<file path="src/rtl/vram_pkg.sv">
`default_nettype none
// ============================================================================
// Module  : vram_pkg
// Purpose : Shared widths, VRAM depth, access-owner tags and fill FSM states
//           for the VRAM arbiter slice.
// Ports   : none (package)
// Revision: 1.0 - initial release
// ============================================================================
package vram_pkg;

  localparam int DEF_HPOS_W = 7;     // 128 columns
  localparam int DEF_VPOS_W = 6;     // 64 rows
  localparam int DEF_PIX_W  = 2;     // bits per pixel
  localparam int VRAM_DEPTH = 8192;  // 128 * 64 locations

  // Consumer of the read issued in the previous cycle.
  typedef enum logic [1:0] {
    OWN_NONE = 2'd0,
    OWN_DISP = 2'd1,
    OWN_CPU  = 2'd2
  } owner_e;

  typedef enum logic [0:0] {
    FILL_IDLE = 1'b0,
    FILL_RUN  = 1'b1
  } fill_state_e;

endpackage : vram_pkg
`default_nettype wire

</file>
<file path="src/rtl/vram_fill_seq.sv">
`default_nettype none
// ============================================================================
// Module  : vram_fill_seq
// Purpose : Background fill engine. Walks every VRAM address once, writing a
//           latched pixel value, advancing only in cycles it owns the port.
// Ports   : clk_i/reset_i   clock, asynchronous active-high reset
//           start_i         pulse: (re)start the fill from address 0
//           value_i         fill value, sampled with start_i
//           advance_i       this cycle's write was issued; step the counter
//           busy_o          fill in progress
//           done_o          one-cycle pulse after the final write
//           addr_o/value_o  address and data of the pending fill write
// Revision: 1.0 - initial release
// ============================================================================
module vram_fill_seq
  import vram_pkg::*;
#(
  parameter int ADDR_W = DEF_HPOS_W + DEF_VPOS_W,
  parameter int PIX_W  = DEF_PIX_W
) (
  input  logic              clk_i,
  input  logic              reset_i,
  input  logic              start_i,
  input  logic [PIX_W-1:0]  value_i,
  input  logic              advance_i,
  output logic              busy_o,
  output logic              done_o,
  output logic [ADDR_W-1:0] addr_o,
  output logic [PIX_W-1:0]  value_o
);

  fill_state_e       state_q, state_d;
  logic [ADDR_W-1:0] cnt_q, cnt_d;
  logic [PIX_W-1:0]  val_q, val_d;
  logic              done_q, done_d;

  always_ff @(posedge clk_i or posedge reset_i) begin
    if (reset_i) begin
      state_q <= FILL_IDLE;
      cnt_q   <= '0;
      val_q   <= '0;
      done_q  <= 1'b0;
    end else begin
      state_q <= state_d;
      cnt_q   <= cnt_d;
      val_q   <= val_d;
      done_q  <= done_d;
    end
  end

  always_comb begin
    state_d = state_q;
    cnt_d   = cnt_q;
    val_d   = val_q;
    done_d  = 1'b0;
    if (start_i) begin
      // A start while running abandons the current pass silently.
      state_d = FILL_RUN;
      cnt_d   = '0;
      val_d   = value_i;
    end else if ((state_q == FILL_RUN) && advance_i) begin
      if (cnt_q == '1) begin
        state_d = FILL_IDLE;
        cnt_d   = '0;
        done_d  = 1'b1;
      end else begin
        cnt_d = cnt_q + ADDR_W'(1);
      end
    end
  end

  assign busy_o  = (state_q == FILL_RUN);
  assign done_o  = done_q;
  assign addr_o  = cnt_q;
  assign value_o = val_q;

endmodule : vram_fill_seq
`default_nettype wire

</file>
<file path="src/rtl/vram_arbiter.sv">
`default_nettype none
// ============================================================================
// Module  : vram_arbiter
// Purpose : Shares a single-port, synchronous-read VRAM between display
//           scanout, the CPU and the fill engine. One access per cycle,
//           fixed priority display > fill > CPU.
// Ports   : clk_i/reset_i          clock, asynchronous active-high reset
//           disp_*                 scanout read request and returned pixel
//           cpu_*                  CPU req/ack read/write port
//           fill_*                 fill start/value and busy/done status
//           vram_*                 VRAM macro address/data/write-enable/read
// Revision: 1.0 - initial release
// ============================================================================
module vram_arbiter
  import vram_pkg::*;
#(
  parameter int HPOS_W = DEF_HPOS_W,
  parameter int VPOS_W = DEF_VPOS_W,
  parameter int PIX_W  = DEF_PIX_W
) (
  input  logic                     clk_i,
  input  logic                     reset_i,
  input  logic                     disp_req_i,
  input  logic [HPOS_W-1:0]        disp_hpos_i,
  input  logic [VPOS_W-1:0]        disp_vpos_i,
  output logic                     disp_valid_o,
  output logic [PIX_W-1:0]         disp_pixel_o,
  input  logic                     cpu_req_i,
  input  logic                     cpu_we_i,
  input  logic [HPOS_W-1:0]        cpu_hpos_i,
  input  logic [VPOS_W-1:0]        cpu_vpos_i,
  input  logic [PIX_W-1:0]         cpu_pixeli_i,
  output logic [PIX_W-1:0]         cpu_pixelo_o,
  output logic                     cpu_ack_o,
  input  logic                     fill_start_i,
  input  logic [PIX_W-1:0]         fill_value_i,
  output logic                     fill_busy_o,
  output logic                     fill_done_o,
  output logic [HPOS_W+VPOS_W-1:0] vram_addr_o,
  output logic [PIX_W-1:0]         vram_din_o,
  output logic                     vram_we_o,
  input  logic [PIX_W-1:0]         vram_dout_i
);

  localparam int ADDR_W = HPOS_W + VPOS_W;

  logic              fill_busy;
  logic              fill_adv;
  logic              cpu_gnt;
  logic [ADDR_W-1:0] fill_addr;
  logic [PIX_W-1:0]  fill_val;
  owner_e            tag_q, tag_d;
  logic              disp_valid_q;
  logic              cpu_ack_q;

  vram_fill_seq #(
    .ADDR_W (ADDR_W),
    .PIX_W  (PIX_W)
  ) u_fill (
    .clk_i     (clk_i),
    .reset_i   (reset_i),
    .start_i   (fill_start_i),
    .value_i   (fill_value_i),
    .advance_i (fill_adv),
    .busy_o    (fill_busy),
    .done_o    (fill_done_o),
    .addr_o    (fill_addr),
    .value_o   (fill_val)
  );

  // Fill only steps when display leaves the slot free. The CPU additionally
  // waits out the whole fill and its own ack cycle (one access outstanding).
  assign fill_adv = fill_busy & ~disp_req_i;
  assign cpu_gnt  = cpu_req_i & ~disp_req_i & ~fill_busy & ~cpu_ack_q;

  always_comb begin
    vram_addr_o = '0;
    vram_din_o  = '0;
    vram_we_o   = 1'b0;
    tag_d       = OWN_NONE;
    // Port is kept quiet while reset is held.
    if (!reset_i) begin
      if (disp_req_i) begin
        vram_addr_o = {disp_vpos_i, disp_hpos_i};
        tag_d       = OWN_DISP;
      end else if (fill_adv) begin
        vram_addr_o = fill_addr;
        vram_din_o  = fill_val;
        vram_we_o   = 1'b1;
      end else if (cpu_gnt) begin
        vram_addr_o = {cpu_vpos_i, cpu_hpos_i};
        vram_din_o  = cpu_pixeli_i;
        vram_we_o   = cpu_we_i;
        tag_d       = cpu_we_i ? OWN_NONE : OWN_CPU;
      end
    end
  end

  always_ff @(posedge clk_i or posedge reset_i) begin
    if (reset_i) begin
      tag_q        <= OWN_NONE;
      disp_valid_q <= 1'b0;
      cpu_ack_q    <= 1'b0;
    end else begin
      tag_q        <= tag_d;
      disp_valid_q <= disp_req_i;
      cpu_ack_q    <= cpu_gnt;
    end
  end

  // Read data arrives one cycle after issue; the tag steers it to one reader.
  assign disp_pixel_o = (tag_q == OWN_DISP) ? vram_dout_i : '0;
  assign cpu_pixelo_o = (tag_q == OWN_CPU)  ? vram_dout_i : '0;
  assign disp_valid_o = disp_valid_q;
  assign cpu_ack_o    = cpu_ack_q;
  assign fill_busy_o  = fill_busy;

endmodule : vram_arbiter
`default_nettype wire

</file>
<file path="config.mk">
export PLATFORM = sky130hd
export DESIGN_NAME = vram_arbiter
export DESIGN_NICKNAME = d
export VERILOG_FILES = /design/src/rtl/vram_pkg.sv /design/src/rtl/vram_fill_seq.sv /design/src/rtl/vram_arbiter.sv
export SDC_FILE = /design/constraint.sdc
export NUM_CORES = 1
export LEC_CHECK = 0
export ABC_AREA = 1
export CORE_MARGIN = 10
export CORE_UTILIZATION = 30
export CTS_CLUSTER_SIZE = 16
export DETAILED_ROUTE_END_ITERATION = 7
export MAX_ROUTING_LAYER = met4
export PLACE_DENSITY = 0.59
export SETUP_SLACK_MARGIN = 0.4
export SYNTH_ARGS = -nofsm -noshare
export SYNTH_HDL_FRONTEND = slang
export SYNTH_SLANG_ARGS = --single-unit
</file>
<file path="constraint.sdc">
create_clock -name clk_i -period 1.3 [get_ports clk_i]
set_input_delay 0.26 -clock clk_i [delete_from_list [all_inputs] [get_ports clk_i]]
set_output_delay 0.26 -clock clk_i [all_outputs]
set_load 0.05 [all_outputs]
</file>
==> results of run 1 <==
## worst max path at each step
stage,start,to,cells past startpoint
floorplan,u_fill.busy_o,vram_addr_o[8],5
global placement,disp_req_i,vram_addr_o[1],7
detailed placement,disp_req_i,vram_addr_o[3],7
CTS,cpu_ack_o,vram_addr_o[6],6
global route,cpu_ack_o,vram_addr_o[3],6
finish,cpu_ack_o,vram_addr_o[0],6
## cell usage after synthesis
cell	instances	area (µm²)
o31ai_1	1	7.51
o21bai_2	1	11.3
nor2_2	4	25.0
dfrtp_1	21	526
nand3_2	3	30.0
o21bai_1	4	30.0
inv_1	19	71.3
nor2_1	15	56.3
buf_4	1	7.51
a31oi_1	13	81.3
nor2_4	3	33.8
a21oi_1	5	25.0
or2_2	1	6.26
nand3_1	7	35.0
inv_2	3	11.3
buf_2	2	10.0
xor2_1	5	43.8
ha_1	1	12.5
nand2_2	4	25.0
nand2_1	78	293
o21ai_1	1	5.00
o21ai_0	1	5.00
clkbuf_1	3	11.3
buf_6	2	22.5
a21oi_2	1	8.76
xnor2_1	1	8.76
nor3_1	5	25.0
nand4_1	5	31.3
## placed cells by master (no fill, tap or decap), drive strengths merged, types with 2 or more instances in the layout
master	Yosys	layout
a21oi	6	6
a31oi	13	13
buf	5	49
clkbuf	3	4
clkdlybuf4s50	0	32
dfrtp	21	21
dlygate4sd2	0	2
dlymetal6s2s	0	2
inv	22	22
nand2	82	82
nand3	10	10
nand4	5	5
nor2	22	22
nor3	5	5
o21ai	2	2
o21bai	5	5
xor2	5	5
## registers in the layout (all words and copies together), names as in the netlist
name	count
u_fill.done_o	1
u_fill.addr_o	13
tag_q	2
disp_valid_o	1
u_fill.busy_o	1
cpu_ack_o	1
u_fill.value_o	2
## critical path: cells and delay by family (launching register included)
kind | cells | cell delay (ns)
flip-flops | 1 | 0.43
AND/OR/NAND/NOR | 3 | 0.33
buffers and inverters | 2 | 0.31
AO/OA/AOI/OAI | 1 | 0.18
## cell type report
class,count,area [µm²],share of cell area [%]
clock buffer,4,45.0,1.43
inverter,22,121,3.85
multi-input combinational,159,1240,39.4
sequential,21,534,17.0
tap,67,83.8,2.66
timing repair buffer,87,1100,35.0
timing repair inverter,2,20.0,0.635
## per-stage QoR
stage / setup slack, ns / utilization [%] / hold slack, ns
5_1_grt: -0.534 / 66.7 / 0.358
4_1_cts: -0.486 / 64.4 / 0.333
3_3_place_gp: -0.575 / 59.0 / 0.465
3_5_place_dp: -0.588 / 59.0 / 0.469
6_report: -0.489 / 66.7 / 0.326
2_1_floorplan: -0.351 / - / 0.291
## what timing repair did
item | CTS | global route
setup buffers | 4 | 3
gates resized for setup | 46 | 28
cloned | 3 | 0
pin swaps | 17 | 17
setup endpoints to repair | 44 | 42
## logic make-up after synthesis
group                    Yosys count  synth area share, %
AND/OR/NAND/NOR                  125                 38.4
buffers and inverters             30                 9.18
flip-flops                        21                 36.0
XOR/XNOR                           6                 3.60
adder cells (fa/ha/maj)            1                0.857
AO/OA/AOI/OAI                     27                 11.9
## metal layers
layer,track usage [%],wire length (µm)
met1,19.6,2780
met2,24.3,2700
met3,2.16,329
met4,4.58,78
met5,-,0
## power by group
group          switching [mW]  leakage (nW)  internal [mW]
Clock                   0.221        0.0228          0.219
Sequential             0.0171         0.270          0.668
Combinational           0.303         0.942          0.300
Total                   0.541          1.23           1.19
==> results.toml, run 1 <==
[clocking]
clock_latency_ns = 0.26
cts.sinks = 21
path_clk_slew_ns = 0.08
root_buffer = "clkbuf_8"
cts_buffer_depth = 2
hold_buffers = 0
cts_buffers = 3
htree_levels = 1
cts_tree = "done"

[place]
place_area_um2 = 2790
hpwl_mm = 4.44
dp_cells = 348
numPortBuffers = 61
gp_congestion = 0.867

[die]
ioPinCount = 62
core-area_um2 = 4720
rows = 25
die_w_um = 89.7
dieHeight_um = 89.7
initial_utilization_pct = 30.9
die-area_um2 = 8050

[routing]
drt-pass1-iter-count = 4
drt_iter0_drc = 83
ant_nets = 0
wl_mm = 5.88
vias_per_cell = 4.78
route.detailed.drc = 0
vias = 1730
wire_per_inst_um = 16.3

[min_path]
min_path_type = "input pin to async pin"

[timing]
finalHoldViolCount = 0
slew_headroom_pct = 80.7
fin_crit_sh_pct = 138
setup_tns_ns = -8.10
post-route-min-period_ns = 1.79
skew_ns = 0.00318
rsz0062_at_grt = "yes"
slew_violations = 0
clock.fmax_mhz = 559
setup_viol = 29
worst_slack_ns = -0.489
tightest_slew_ns = 0.289

[synth]
synth_area_um2 = 1460
synth-seq-cells = 21
syn_nets = 249
yosysWarnings = 0
ys_types = 28
avgSynthCellArea_um2 = 6.95
syn_inst = 210
ys_seq_area_share_pct = 36.0

[power_and_ir_drop]
irDropWorstVdd_uv = 639
powerDensity_nw_per_um2 = 548
total_power_mw = 1.73
p_leak_nw = 1.23

[setup_path]
max_stage_delay_ns = 0.43
reg2reg_from = "u_fill.addr_o[0]"
cp_cell_sequence = "nor2_4, nand3_4, inv_8, nand2_2, a31oi_4, buf_12"
r2r_cells = 9
critical_path_class = "register to output port"
start_kind = "register"
worst_r2r_endpoint = "u_fill.busy_o"
crit_required_ns = 1.04
critical_path.endpoint_type = "output port"
worstPathMaxFanout = 8
critPathSlowestCell = "dfrtp_2"
cp_data_arrival_time_ns = 1.53
r2r_slack_ns = -0.06

[grt]
grt_pass1_wl_mm = 10.1
track_usage_pct = 15.3
first_global_vias = 1899
grt_antenna_before_repair = 0
grt_overflow_total = 0
grt_max_degree = 22

[finish]
finish.net_count = 335
drive_above_1_share_pct = 45.8
fin_cells = 362
num_antenna_cells = 0
area_growth_pct = 116
fillers = 361
final_area_um2 = 3150

[outcome]
violations = "setup timing"
status = "complete, but fails checks"

[run]
maxCapViolations = 0
(Power assumes the default switching activity.)
==> run 2, diff against run 1 <==
==> constraint.sdc (replaced) <==
create_clock -name clk_i -period 1.3 [get_ports clk_i]
set_input_delay 0.26 -clock clk_i [delete_from_list [all_inputs] [get_ports clk_i]]
set_output_delay 0.26 -clock clk_i [all_outputs]
set_load 0.01 [all_outputs]
==> run 2 against run 1 <==
Effect of this change:
- the flow still finishes with violations (setup timing)
- final area decreased by 11%
- via count is 1.6% lower
- die area did not move
- final cell count rose by 5.2%
- critical path depth rose by 1
- critical path type unchanged
- critical endpoint is now vram_addr_o[8]
- largest cell class unchanged
- highest routed layer unchanged
==> results.toml, run 2 (synthesized netlist as in run 1, its figures left out) <==
[die]
core-area_um2 = 4720
dieHeight_um = 89.7
rows = 25
initial_utilization_pct = 30.9
die_w_um = 89.7
die-area_um2 = 8050
ioPinCount = 62

[place]
hpwl_mm = 3.99
dp_cells = 361
gp_congestion = 0.877
numPortBuffers = 61

[outcome]
status = "complete, but fails checks"
violations = "setup timing"

[timing]
rsz0062_at_grt = "yes"
skew_ns = 0.00578
tightest_slew_ns = 0.275
setup_tns_ns = -8.57
finalHoldViolCount = 0
post-route-min-period_ns = 1.74
worst_slack_ns = -0.440
clock.fmax_mhz = 575
fin_crit_sh_pct = 134
slew_headroom_pct = 81.6
slew_violations = 0
setup_viol = 34

[grt]
grt_max_degree = 22
grt_pass1_wl_mm = 8.47
grt_antenna_before_repair = 0
track_usage_pct = 12.9
grt_overflow_total = 0
first_global_vias = 1656

[routing]
route.detailed.drc = 0
drt-pass1-iter-count = 4
wire_per_inst_um = 14.0
wl_mm = 5.32
ant_nets = 0
vias_per_cell = 4.47
drt_iter0_drc = 51
vias = 1702

[finish]
largest_reg_flops = 13
final_cell_mix = "69 x nand2_1, 32 x clkdlybuf4s50_1, 31 x buf_4, 20 x dfrtp_1, 18 x buf_2"
fin_cells = 381
multiInputGateArea_um2 = 1060
ff_latch_area_um2 = 527
post-route-util_pct = 59.5
mostFrequentLayoutCell = "nand2_1"
area_growth_pct = 92.5
num_antenna_cells = 0
finish.net_count = 354
fillers = 432
drive_above_1_share_pct = 44.3

[clocking]
hold_buffers = 0
cts_tree = "done"
path_clk_slew_ns = 0.08
cts_buffer_depth = 2
cts_buffers = 3
root_buffer = "clkbuf_8"
htree_levels = 1
clock_latency_ns = 0.27
cts.sinks = 21

[setup_path]
cp_data_arrival_time_ns = 1.48
start_kind = "register"
worstPathMaxFanout = 8
crit_required_ns = 1.04
worst_r2r_endpoint = "u_fill.addr_o[5]"
reg2reg_from = "u_fill.busy_o"
critical_path.endpoint_type = "output port"
r2r_slack_ns = -0.22
critical_path_class = "register to output port"
r2r_cells = 9

[power_and_ir_drop]
powerDensity_nw_per_um2 = 560
total_power_mw = 1.57
p_leak_nw = 1.20
irDropWorstVdd_uv = 353

[run]
maxCapViolations = 0

[min_path]
min_path_type = "input pin to async pin"
run 2: changes by cell type in the layout (fill, tap and decap cells not counted), moves of 7 or more:
| cell | change |
|---|---|
| a31oi_2 | +8 |
| a31oi_4 | -9 |
| buf_12 | -21 |
| buf_2 | +18 |
| buf_4 | +14 |
| buf_6 | +7 |
| nand2_1 | +11 |
| nand2_2 | -7 |
run 2: layout make-up:
cell class / count / share of cell area [%]
clock buffers: 3 / 1.47
clock inverters: 1 / 0.178
inverters: 22 / 3.52
multi-input cells: 159 / 37.7
flip-flops and latches: 21 / 18.8
well taps: 67 / 2.98
repair buffers: 107 / 35.1
repair inverters: 1 / 0.223
run 2: worst max-delay path, cell delays in order, from the launching register on:
cell and delay (ns):
dfrtp_1 0.38, inv_2 0.08, nor2_4 0.14, buf_12 0.12, buf_16 0.12, nand2_1 0.06
a31oi_2 0.15, buf_2 0.15
run 2: report_power, final:
| group | internal (mW) | switching (mW) |
|---|---|---|
| registers | 0.668 | 0.0128 |
| logic | 0.250 | 0.192 |
| clock network | 0.215 | 0.237 |
| total | 1.13 | 0.441 |
run 2: what timing repair did:
item	CTS	global route
pin swaps	13	12
setup endpoints to repair	42	41
setup buffers	8	5
gates resized for setup	137	10
cloned	2	1
run 2: how the worst max path moves through the flow:
stage	startpoint	to	cells past startpoint
after CTS	u_fill.busy_o	vram_addr_o[11]	7
after detailed placement	disp_req_i	vram_addr_o[5]	7
after global routing	cpu_ack_o	vram_addr_o[0]	7
after floorplan	u_fill.busy_o	vram_addr_o[10]	6
after global placement	disp_req_i	vram_addr_o[12]	7
final	u_fill.busy_o	vram_addr_o[8]	7
run 2: routing by layer:
| layer | vias up | GRT usage [%] | wire length [µm] | share of wire (%) |
|---|---|---|---|---|
| met4 | 0 | 5.26 | 85 | 1.6 |
| met3 | 5 | 1.66 | 268 | 5.0 |
| met1 | 766 | 16.4 | 2540 | 48 |
| met5 | - | - | 0 | 0 |
| li1 | 884 | - | - | - |
| met2 | 47 | 20.2 | 2430 | 46 |
run 2: stage by stage:
| step | setup slack [ns] | area [µm²] | hold WS, ns |
|---|---|---|---|
| after CTS | -0.475 | 2710 | 0.488 |
| after global placement | -0.965 | 2540 | 0.473 |
| after global routing | -0.525 | 2810 | 0.339 |
| after floorplan | -0.0284 | 1660 | 0.291 |
| after detailed placement | -0.999 | 2540 | 0.493 |
| final | -0.440 | 2810 | 0.296 |
